===== src/rtl/arm7tdmi_pkg.sv =====
// Shared ARM7TDMI types: processor modes, CPSR bit positions and exception-entry
// definitions (exception types, sequencer states, vector offsets).
package arm7tdmi_pkg;

  typedef enum logic [4:0] {
    MODE_USR = 5'h10,
    MODE_FIQ = 5'h11,
    MODE_IRQ = 5'h12,
    MODE_SVC = 5'h13,
    MODE_ABT = 5'h17,
    MODE_UND = 5'h1B,
    MODE_SYS = 5'h1F
  } processor_mode_t;

  localparam int CPSR_T_BIT = 5;
  localparam int CPSR_F_BIT = 6;
  localparam int CPSR_I_BIT = 7;

  typedef enum logic [2:0] {
    EXC_NONE  = 3'd0,
    EXC_DABT  = 3'd1,
    EXC_FIQ   = 3'd2,
    EXC_IRQ   = 3'd3,
    EXC_PABT  = 3'd4,
    EXC_UNDEF = 3'd5,
    EXC_SWI   = 3'd6
  } exc_type_t;

  typedef enum logic [1:0] {
    IDLE   = 2'd0,
    ENTRY  = 2'd1,
    BRANCH = 2'd2
  } exc_state_t;

  localparam logic [31:0] VEC_UNDEF = 32'h04;
  localparam logic [31:0] VEC_SWI   = 32'h08;
  localparam logic [31:0] VEC_PABT  = 32'h0C;
  localparam logic [31:0] VEC_DABT  = 32'h10;
  localparam logic [31:0] VEC_IRQ   = 32'h18;
  localparam logic [31:0] VEC_FIQ   = 32'h1C;

  function automatic logic [4:0] exc_target_mode(input exc_type_t t);
    case (t)
      EXC_DABT, EXC_PABT: return MODE_ABT;
      EXC_FIQ:            return MODE_FIQ;
      EXC_IRQ:            return MODE_IRQ;
      EXC_UNDEF:          return MODE_UND;
      EXC_SWI:            return MODE_SVC;
      default:            return 5'h00;
    endcase
  endfunction

  function automatic logic [31:0] exc_vec_offset(input exc_type_t t);
    case (t)
      EXC_DABT:  return VEC_DABT;
      EXC_FIQ:   return VEC_FIQ;
      EXC_IRQ:   return VEC_IRQ;
      EXC_PABT:  return VEC_PABT;
      EXC_UNDEF: return VEC_UNDEF;
      EXC_SWI:   return VEC_SWI;
      default:   return 32'h0;
    endcase
  endfunction

endpackage


===== src/rtl/arm7tdmi_exc_prio_enc.sv =====
// Fixed-priority exception encoder; IRQ/FIQ are masked by the CPSR I/F bits.
module arm7tdmi_exc_prio_enc
  import arm7tdmi_pkg::*;
(
  input  logic      dabt,
  input  logic      fiq,
  input  logic      irq,
  input  logic      pabt,
  input  logic      undef,
  input  logic      swi,
  input  logic      cpsr_i,
  input  logic      cpsr_f,
  output exc_type_t winner
);

  always_comb begin
    winner = EXC_NONE;
    if (dabt)                 winner = EXC_DABT;
    else if (fiq && !cpsr_f)  winner = EXC_FIQ;
    else if (irq && !cpsr_i)  winner = EXC_IRQ;
    else if (pabt)            winner = EXC_PABT;
    else if (undef)           winner = EXC_UNDEF;
    else if (swi)             winner = EXC_SWI;
  end

endmodule


===== src/rtl/arm7tdmi_exception_ctrl.sv =====
// Exception entry sequencer: latches sync exceptions, picks a winner at an
// instruction boundary and drives SPSR/LR writes, then CPSR/PC writes.
module arm7tdmi_exception_ctrl
  import arm7tdmi_pkg::*;
#(
  parameter logic [31:0] VECTOR_BASE = 32'h0000_0000
) (
  input  logic        clk,
  input  logic        rst,
  input  logic        fiq,
  input  logic        irq,
  input  logic        data_abort,
  input  logic        prefetch_abort,
  input  logic        undef_instr,
  input  logic        swi_instr,
  input  logic        instr_boundary,
  input  logic [31:0] cpsr_in,
  input  logic [31:0] pc_in,
  output logic        exc_active,
  output logic [4:0]  exc_mode,
  output logic        spsr_we,
  output logic [31:0] spsr_wdata,
  output logic        lr_we,
  output logic [31:0] lr_wdata,
  output logic        cpsr_we,
  output logic [31:0] cpsr_wdata,
  output logic        pc_we,
  output logic [31:0] pc_wdata,
  output logic        exc_done
);

  exc_state_t  state_q, state_d;
  exc_type_t   type_q, type_d, winner;
  logic [31:0] cpsr_q, cpsr_d, pc_q, pc_d;
  logic        dabt_q, dabt_d, pabt_q, pabt_d, und_q, und_d, swi_q, swi_d;
  logic [31:0] lr_off, cpsr_new;

  arm7tdmi_exc_prio_enc u_prio (
    .dabt   (dabt_q | data_abort),
    .fiq    (fiq),
    .irq    (irq),
    .pabt   (pabt_q | prefetch_abort),
    .undef  (und_q | undef_instr),
    .swi    (swi_q | swi_instr),
    .cpsr_i (cpsr_in[CPSR_I_BIT]),
    .cpsr_f (cpsr_in[CPSR_F_BIT]),
    .winner (winner)
  );

  always_comb begin
    state_d = state_q;
    type_d  = type_q;
    cpsr_d  = cpsr_q;
    pc_d    = pc_q;
    dabt_d  = dabt_q | data_abort;
    pabt_d  = pabt_q | prefetch_abort;
    und_d   = und_q  | undef_instr;
    swi_d   = swi_q  | swi_instr;
    case (state_q)
      IDLE: begin
        if (instr_boundary && winner != EXC_NONE) begin
          state_d = ENTRY;
          type_d  = winner;
          cpsr_d  = cpsr_in;
          pc_d    = pc_in;
          case (winner)
            EXC_DABT:  dabt_d = 1'b0;
            EXC_PABT:  pabt_d = 1'b0;
            EXC_UNDEF: und_d  = 1'b0;
            EXC_SWI:   swi_d  = 1'b0;
            default: ;
          endcase
        end
      end
      ENTRY:   state_d = BRANCH;
      BRANCH:  state_d = IDLE;
      default: state_d = IDLE;
    endcase
  end

  always_ff @(posedge clk) begin
    if (rst) begin
      state_q <= IDLE;
      type_q  <= EXC_NONE;
      cpsr_q  <= 32'h0;
      pc_q    <= 32'h0;
      dabt_q  <= 1'b0;
      pabt_q  <= 1'b0;
      und_q   <= 1'b0;
      swi_q   <= 1'b0;
    end else begin
      state_q <= state_d;
      type_q  <= type_d;
      cpsr_q  <= cpsr_d;
      pc_q    <= pc_d;
      dabt_q  <= dabt_d;
      pabt_q  <= pabt_d;
      und_q   <= und_d;
      swi_q   <= swi_d;
    end
  end

  // Thumb undef/SWI return to the next halfword; dabt returns past the pipeline.
  always_comb begin
    lr_off = 32'd4;
    if (type_q == EXC_DABT)
      lr_off = 32'd8;
    else if ((type_q == EXC_UNDEF || type_q == EXC_SWI) && cpsr_q[CPSR_T_BIT])
      lr_off = 32'd2;
    cpsr_new             = cpsr_q;
    cpsr_new[4:0]        = exc_target_mode(type_q);
    cpsr_new[CPSR_I_BIT] = 1'b1;
    cpsr_new[CPSR_T_BIT] = 1'b0;
    if (type_q == EXC_FIQ) cpsr_new[CPSR_F_BIT] = 1'b1;
  end

  always_comb begin
    exc_active = 1'b0;
    exc_mode   = 5'h0;
    spsr_we    = 1'b0;
    spsr_wdata = 32'h0;
    lr_we      = 1'b0;
    lr_wdata   = 32'h0;
    cpsr_we    = 1'b0;
    cpsr_wdata = 32'h0;
    pc_we      = 1'b0;
    pc_wdata   = 32'h0;
    exc_done   = 1'b0;
    case (state_q)
      ENTRY: begin
        exc_active = 1'b1;
        exc_mode   = exc_target_mode(type_q);
        spsr_we    = 1'b1;
        spsr_wdata = cpsr_q;
        lr_we      = 1'b1;
        lr_wdata   = pc_q + lr_off;
      end
      BRANCH: begin
        exc_active = 1'b1;
        exc_mode   = exc_target_mode(type_q);
        cpsr_we    = 1'b1;
        cpsr_wdata = cpsr_new;
        pc_we      = 1'b1;
        pc_wdata   = VECTOR_BASE + exc_vec_offset(type_q);
        exc_done   = 1'b1;
      end
      default: ;
    endcase
  end

endmodule


===== config.mk =====
export PLATFORM = sky130hd
export DESIGN_NAME = arm7tdmi_exception_ctrl
export DESIGN_NICKNAME = d
export VERILOG_FILES = /design/src/rtl/arm7tdmi_pkg.sv /design/src/rtl/arm7tdmi_exc_prio_enc.sv /design/src/rtl/arm7tdmi_exception_ctrl.sv
export SDC_FILE = /design/constraint.sdc
export NUM_CORES = 1
export LEC_CHECK = 0
export CORE_AREA = 4 4 108 120
export CTS_BUF_LIST = sky130_fd_sc_hd__clkbuf_8
export DETAILED_ROUTE_END_ITERATION = 6
export DIE_AREA = 0 0 112 124
export HOLD_SLACK_MARGIN = 0.03
export PLACE_DENSITY = 0.84
export SKIP_LAST_GASP = 1
export SYNTH_ARGS = -nofsm -noshare
export SYNTH_HDL_FRONTEND = slang
export SYNTH_SLANG_ARGS = --single-unit
export TNS_END_PERCENT = 100

===== constraint.sdc =====
create_clock -name clk -period 2.8 [get_ports clk]
set_input_delay 0.42 -clock clk [delete_from_list [all_inputs] [get_ports clk]]
set_output_delay 0.42 -clock clk [all_outputs]
set_load 0.05 [all_outputs]

Yosys cells after proc, flatten, opt, wreduce, memory -nomap -nowiden
Index checks and enable logic that the tools add are counted.
{"block": "totals", "register_bits": 73}
{"block": "classes", "n_addsub": 1, "bitwise": 4, "n_reduce_logical": 12, "muxes": 33, "eq_ne": 13}
{"op": "32-bit 2-to-1 mux", "count": 3}
{"op": "32-bit adder", "count": 1}
{"op": "5-bit one-hot mux with 6 select lines", "count": 1}
{"op": "5-bit one-hot mux with 5 select lines", "count": 1}
{"op": "3-bit 2-to-1 mux", "count": 7}
{"op": "3-bit equality test, second input constant", "count": 6}
{"op": "1-bit 2-to-1 mux", "count": 16}
{"op": "5-bit 2-to-1 mux", "count": 2}
{"op": "3-bit by 1-bit equality test with 1-bit output, second input constant", "count": 2}
{"op": "3-bit by 2-bit equality test with 1-bit output, second input constant", "count": 2}
{"op": "1-bit logical AND", "count": 4}
{"op": "4-bit 2-to-1 mux", "count": 1}
{"op": "1-bit bitwise OR", "count": 4}
{"op": "2-bit one-hot mux with 2 select lines", "count": 1}
{"op": "2-bit OR reduction", "count": 2}
{"op": "3-bit nonzero test", "count": 1}
{"op": "2-bit by 1-bit equality test with 1-bit output, second input constant", "count": 1}
{"op": "2-bit equality test, second input constant", "count": 1}
{"op": "1-bit zero test", "count": 2}
{"op": "2-bit zero test", "count": 1}
{"op": "2-bit 2-to-1 mux", "count": 1}
{"op": "2-bit != test, second input constant", "count": 1}
{"op": "2-bit AND reduction", "count": 1}
{"op": "1-bit logical OR", "count": 1}

Depth between registers and ports, before layout
Gate-level depths: netlist of run 1.
{"block": "logic_depth", "word_depth": 11, "ltp_mapped": 11}

Hierarchy
Synthesis of run 1 repeated with hierarchy kept, for this count alone.
{"block": "unflattened", "hier_cells": 622, "area_unflattened_um2": 4389.2}
{"module": "arm7tdmi_exception_ctrl", "area_each_um2": 4334.2, "instances": 1, "cells_each": 612, "seq_area_each_um2": 1461.4}
{"module": "arm7tdmi_exc_prio_enc", "area_each_um2": 55.1, "instances": 1, "cells_each": 10, "seq_area_each_um2": 0.0}

Worst setup path before layout of run 1
No wires, ideal clock.
{"block": "synth_path", "path_type": "reg2out", "startpoint": "register type_q[0]", "endpoint": "output port lr_wdata[13]", "path_slack_ps": -1022, "n_path_buf": 2, "arrival_ps": 3402, "path_stages_with_launch": 11, "cell_sequence": "dfxtp_1 clkbuf_1 nor2b_1 nor2b_1 or2_2 fa_1 nand2b_1 a21o_1 buf_2 or3_1 a21boi_0"}
{"block": "synth_between", "elab_chain_cells": 7, "elab_cells_between_ends": 9, "classes_between": "add/sub: 1; eq/ne: 3; mux: 3; reduce/logical: 2"}
{"item": "from (decl)", "line_no": "arm7tdmi_exception_ctrl.sv:33", "rtl": "exc_type_t type_q, type_d, winner;"}
{"item": "from (signal assigned)", "line_no": "arm7tdmi_exception_ctrl.sv:93", "rtl": "type_q <= type_d;"}
{"item": "3-bit equality test", "line_no": "arm7tdmi_exception_ctrl.sv:108", "rtl": "else if ((type_q == EXC_UNDEF || type_q == EXC_SWI) && cpsr_q[CPSR_T_BIT])"}
{"item": "1-bit logical OR", "line_no": "arm7tdmi_exception_ctrl.sv:108"}
{"item": "1-bit logical AND", "line_no": "arm7tdmi_exception_ctrl.sv:108"}
{"item": "3-bit 2-to-1 mux", "line_no": "arm7tdmi_exception_ctrl.sv:108"}
{"item": "4-bit 2-to-1 mux (*)", "line_no": "arm7tdmi_exception_ctrl.sv:106", "rtl": "if (type_q == EXC_DABT)"}
{"item": "32-bit adder (*)", "line_no": "arm7tdmi_exception_ctrl.sv:136", "rtl": "lr_wdata = pc_q + lr_off;"}
{"item": "32-bit 2-to-1 mux (*)", "line_no": "arm7tdmi_exception_ctrl.sv:129", "rtl": "case (state_q)"}
{"item": "to (decl)", "line_no": "arm7tdmi_exception_ctrl.sv:24", "rtl": "output logic [31:0] lr_wdata,"}
Mark *: on every way between the ends. The rest lies on a longest branch, timed or not.

Worst setup path after layout of run 1
{"block": "layout_path", "startpoint": "register type_q[1]", "endpoint": "output port lr_wdata[9]"}
The elaborated chain is that of the path after synthesis.

==> metrics, run 1 <==
status=finished, violations left; failing checks=negative setup slack; Routed wire per std cell=about 15 um; Ant. Diodes=0; post-layout util=60.8%; Clock Skew=roughly 0.0070 ns; CTS tree=built; fmax=approximately 0.32 GHz; antenna violations before repair=0; H-tree depth=3; IO buf count=181; count leader, synth=nand2_1; main flop type after synthesis=dfxtp_1; dpl hpwl=9.80 mm; Seq/Total Area, Yosys=between 30% and 40%; largest net degree at the start of global routing=48; Worst setup SP type=flip-flop; number of max-cap violations=0; worst-path cell chain=xor2_1 > and3_1 > or2_4 > fa_2 > nand2b_4 > a21o_4 > buf_6 > nor2_4 > xor2_1 > and2_4 > buf_12; layout cell share with drive strength beyond 1=22.8%; clock latency on the worst-skew pair=between 0.3 and 0.4 ns; Final setup viols=28; period utilization=112%; Crit. End Element=output pin; vias in the first global route=4369; critical path class=flip-flop to output pin; actual slew at the worst max-slew pin=0.638 ns; Worst Path Buf+Inv=2; WHS=0.451 ns; RSZ-0062 raised after global routing=true; Via density=4.78; mapped cell area=4400 um^2; Distinct cells, synth=37; synth top area cells=dfxtp_1 (33%), and2_1 (12%), nand2_1 (12%); Synth top cells by count=nand2_1 (143), and2_1 (87), a21oi_1 (75); Pwr Density=552 nW/um^2; total track usage=19.1%; worst IR drop on VDD=0.329 mV; Syn. warnings=0; r2r startpoint=und_q; Synth async-reset ratio=0%; crit-path most repeated cell=xor2_1; Post-synth EDFFs=0; CTS sink count=73; Post-DRT Antenna Nets=0; Longest Clk Path Bufs=2; Core Area=11800 um^2; IO Count=212; kind of cell adding the most delay to the critical path=simple AND/OR/NAND/NOR gates; area delta synth->final=63.3%; largest area contributor in the netlist=dfxtp_1; pre-CTS setup slack=-0.150 ns; Hold Vio Cnt, Final=0; drt total wl=13.9 mm; Die Wd=112 um; post-route minimum period=3.15 ns; routability cong.=0.812; Initial Util=about 37%; total CTS buffers=9; full die area=13900 um^2; die height=124 um; total vias in the final route=4502; Layout Nets=between 800 and 900; CP arrival=2.73 ns; Mapped Avg Cell Area=7.28 um^2; first-pass GRT wire length=21.6 mm; Syn Inst Count=604; Relative slew margins=a little under three fifths; Hold Path Origin=cpsr_q[0]; Hold Crit Class=flip-flop to flip-flop; fin worst setup slack=-0.346 ns; setup TNS=-6.26 ns; Worst-path clk slew=0.07 ns; #FFs+latches synth=73; Final Max Slew Viols=0; Max FO, Critical Path=5; Pleak=3.04 nW; DRC errors left=0; GRT Residual Overflow=0; Overall Power=3.97 mW; First-pass DRT Iterations=4; required time of the critical path=approximately 2.4 ns; area share of the largest cell type after synthesis=about a third; crit path from=type_q[1]; row cnt=42; Root Driver=clkbuf_8; slowest cell on the critical path=fa_2; crit-path max cell delay=roughly 0.37 ns; DRT iter0 DRCs=between 200 and 250; # hold bufs at CTS=0
[state kept, by name, indices dropped and copies added, names as in the netlist]
signal   flops
cpsr_q      32
dabt_q       1
pabt_q       1
pc_q        32
state_q      2
swi_q        1
type_q       3
und_q        1
[stage by stage]
stage,std cells,cell area [um^2]
6_report,942,7180
2_1_floorplan,633,4600
3_3_place_gp,918,6620
5_1_grt,942,7180
3_5_place_dp,918,6620
4_1_cts,941,7060
[metal layers]
| metal | part of all wire, % | track usage [%] | routed length (um) |
|---|---|---|---|
| met1 | 40 | 22.0 | 5520 |
| met4 | 1.0 | 5.48 | 145 |
| met5 | 0 | 0 | 0 |
| met2 | 52 | 34.7 | 7250 |
| met3 | 7.2 | 5.34 | 996 |
[cells in the final DEF (no fill, tap or decap), types with 12 or more instances in the layout]
| master | n |
|---|---|
| nand2_1 | 142 |
| clkdlybuf4s50_1 | 111 |
| a21oi_1 | 73 |
| dfxtp_1 | 71 |
| and2_1 | 68 |
| buf_4 | 56 |
| buf_12 | 37 |
| conb_1 | 30 |
| xor2_1 | 17 |
| nor2_1 | 14 |
| and2_4 | 13 |
| inv_1 | 12 |
[kinds of logic (layout without fill, tap and decap cells)]
logic type / count (synthesis) / in the layout / share of synthesized area, %
buf+inv: 83 / 237 / 11.0
simple gates: 322 / 322 / 36.8
compound gates: 87 / 88 / 10.4
xor+xnor: 25 / 25 / 4.98
flops: 73 / 73 / 33.2
mux: 5 / 5 / 1.14
fa+ha+maj: 8 / 8 / 2.45
other cells: 1 / 30 / 0.0853
[cell type report]
class                           instances  area, um^2
Multi-Input combinational cell        478        2960
Fill cell                            1018        4640
Clock buffer                           10         138
Timing Repair Buffer                  210        2330
Inverter                               11        41.3
Sequential cell                        73        1460
Clock inverter                          6        51.3
Tap cell                              154         193
[path summary, 6_finish.rpt]
kind / endpoint / slack, ns / depth (start not counted)
setup / recovery: lr_wdata[9] / -0.35 / 11
hold / removal: cpsr_q[0] / 0.45 / 2
setup reg to reg: pc_q[17] / 0.92 / 6
hold reg to reg: cpsr_q[0] / 0.45 / 2
[power by group]
group          switching (mW)  leakage (nW)  internal [mW]  total (mW)
Sequential              0.121         0.600           1.17        1.29
Clock                   0.384         0.110          0.424       0.808
Combinational            1.14          2.33          0.730        1.87
[worst min-delay path, stage by stage, from the launching register on]
cell and delay, ns:
dfxtp_1 0.31, nand2_1 0.05, a21oi_1 0.05
[what timing repair did]
item / CTS / global route
setup endpoints to repair: 28 / 29
buffers inserted: 6 / 2
pin swaps: 8 / 12
gates resized for setup: 47 / 21
cloned: 1 / 0
No activity file was read; power rests on OpenSTA's default activity.
==> run 2, diff against run 1 <==
- ABC_CLOCK_PERIOD_IN_PS: unset -> 3350
- CORE_AREA: 4 4 108 120 -> 4 4 103 115
- DIE_AREA: 0 0 112 124 -> 0 0 107 119
- PLACE_DENSITY: 0.84 -> 0.87
- clock period: 2.8 -> 3.35 ns (I/O delays scaled with it)
==> run 2 against run 1 <==
Net effect: the flow now finishes without violations; cell count decreased by 2.3%; die area decreased by 8.3%; combinational power decreased by 24%; utilization increased by 3.2 points; clock-buffer cell count increased by 2.
==> metrics, run 2 (synthesized netlist as in run 1, its figures left out) <==
status=completed; DRC errors left=0; largest net degree at the start of global routing=50; Routed wire per std cell=14.6 um; hold worst-path end=cpsr_q[3]; critical path class=flip-flop to output pin; # hold bufs at CTS=0; Relative slew margins=37.9%; die height=119 um; number of max-cap violations=0; Die Wd=107 um; first-pass GRT wire length=21.5 mm; crit path from=type_q[0]; area delta synth->final=55.7%; fmax=about 0.3 GHz; R2R Path End=pc_q[24]; CTS tree=built; RSZ-0062 raised after global routing=true; Worst setup SP type=flip-flop; full die area=around 13000 um^2; Worst-path clk slew=0.07 ns; IO Count=around 210; final non-filler cell total=920; GRT Residual Overflow=0; Overall Power=3.21 mW; IO buf count=between 150 and 200; Hold Vio Cnt, Final=0; pre-CTS setup slack=0.105 ns; Initial Util=41.1%; Hold Crit Class=flip-flop to flip-flop; drt total wl=13.5 mm; H-tree depth=3; Via density=4.89; layout cell share with drive strength beyond 1=between 10% and 20%; vias in the first global route=~4500; Max FO, Critical Path=6; routability cong.=0.812; antenna violations before repair=0; DRT iter0 DRCs=between 100 and 150; actual slew at the worst max-slew pin=0.931 ns; total vias in the final route=4496; Final setup viols=0; Post-DRT Antenna Nets=0; Clock Skew=around 0.008 ns; cell count after placement=between 900 and 1000; leading cell type in the layout, fill and taps excluded=clkdlybuf4s50_1; Largest regs=cpsr_q: 32 flops, pc_q: 32 flops, type_q: 3 flops; worst IR drop on VDD=0.278 mV; Design Area, Final=6850 um^2; Root Driver=clkbuf_8; total CTS buffers=9; Core Area=about 11000 um^2; WHS=0.451 ns; fin worst setup slack=0.0739 ns; hold path depth=2; First-pass DRT Iterations=4; Final Max Slew Viols=0; dpl hpwl=9.62 mm; CP arrival=2.77 ns; Pwr Density=468 nW/um^2; row cnt=40; clock latency on the worst-skew pair=0.34 ns; Pleak=around 2.7 nW; Crit. End Element=output pin; post-route minimum period=3.28 ns; Layout Nets=~850; depth of the worst register-to-register path=6; r2r startpoint=und_q; Longest Clk Path Bufs=2; Post-DP Area=approximately 6500 um^2; commonest cells after routing, fill and taps aside=clkdlybuf4s50_1 (150), nand2_1 (143), and2_1 (83); reg-to-reg slack, setup=approximately 1.2 ns; Ant. Diodes=0; total track usage=20.8%; period utilization=between 90% and 100%; Hold Path Origin=cpsr_q[3]; required time of the critical path=2.85 ns; CTS sink count=73
run 2: where the power goes:
group | total (mW) | switching (mW) | internal [mW] | leakage (nW)
clock network | 0.712 | 0.313 | 0.399 | 0.115
registers | 1.08 | 0.0959 | 0.979 | 0.600
logic | 1.42 | 0.908 | 0.510 | 2.01
total | 3.21 | 1.32 | 1.89 | 2.73
run 2: worst max-delay path by stage:
stage	end	slack [ns]	cells after the start
floorplan	lr_wdata[31]	0.04	11
global placement	lr_wdata[27]	0.15	10
detailed placement	lr_wdata[25]	0.10	10
CTS	lr_wdata[15]	0.002	11
global route	lr_wdata[25]	-0.08	10
finish	lr_wdata[25]	0.07	10
run 2: repair_timing:
action,in CTS,in global routing
buffers inserted,0,0
resized for setup,17,18
hold endpoints to repair,0,0
pin swaps,3,1
gates cloned,1,0
setup endpoints to repair,12,23
run 2: through the flow:
stage          setup TNS [ns]  utilization [%]
3_5_place_dp                0             60.4
3_3_place_gp                0             60.4
6_report                    0             63.9
2_1_floorplan               0                -
5_1_grt                -0.183             63.9
4_1_cts                     0             63.2
run 2: layer usage:
layer	vias up	share of wire, %	wire length [um]	global-route usage, %
met2	166	51	6810	37.6
met3	25	7.4	998	5.69
met1	2089	40	5350	23.1
li1	2216	-	-	-
met4	0	2.2	295	7.19
met5	-	0	0	0
run 2: layout make-up:
cell class,count,area [um^2]
Sequential cell,73,1460
Multi-Input combinational cell,478,2750
Tap cell,147,184
Fill cell,920,3860
Clock buffer,12,165
Timing Repair Buffer,195,2200
Clock inverter,4,42.5
Inverter,11,41.3
run 2: worst max-delay path: stages (launching register included):
cell and delay [ns]:
dfxtp_2 0.33, xor2_1 0.15, and3_1 0.19, or2_4 0.26, fa_2 0.36, nand2b_4 0.17
a21o_4 0.27, nor4_4 0.16, xor2_1 0.22, and2_4 0.19, buf_12 0.13
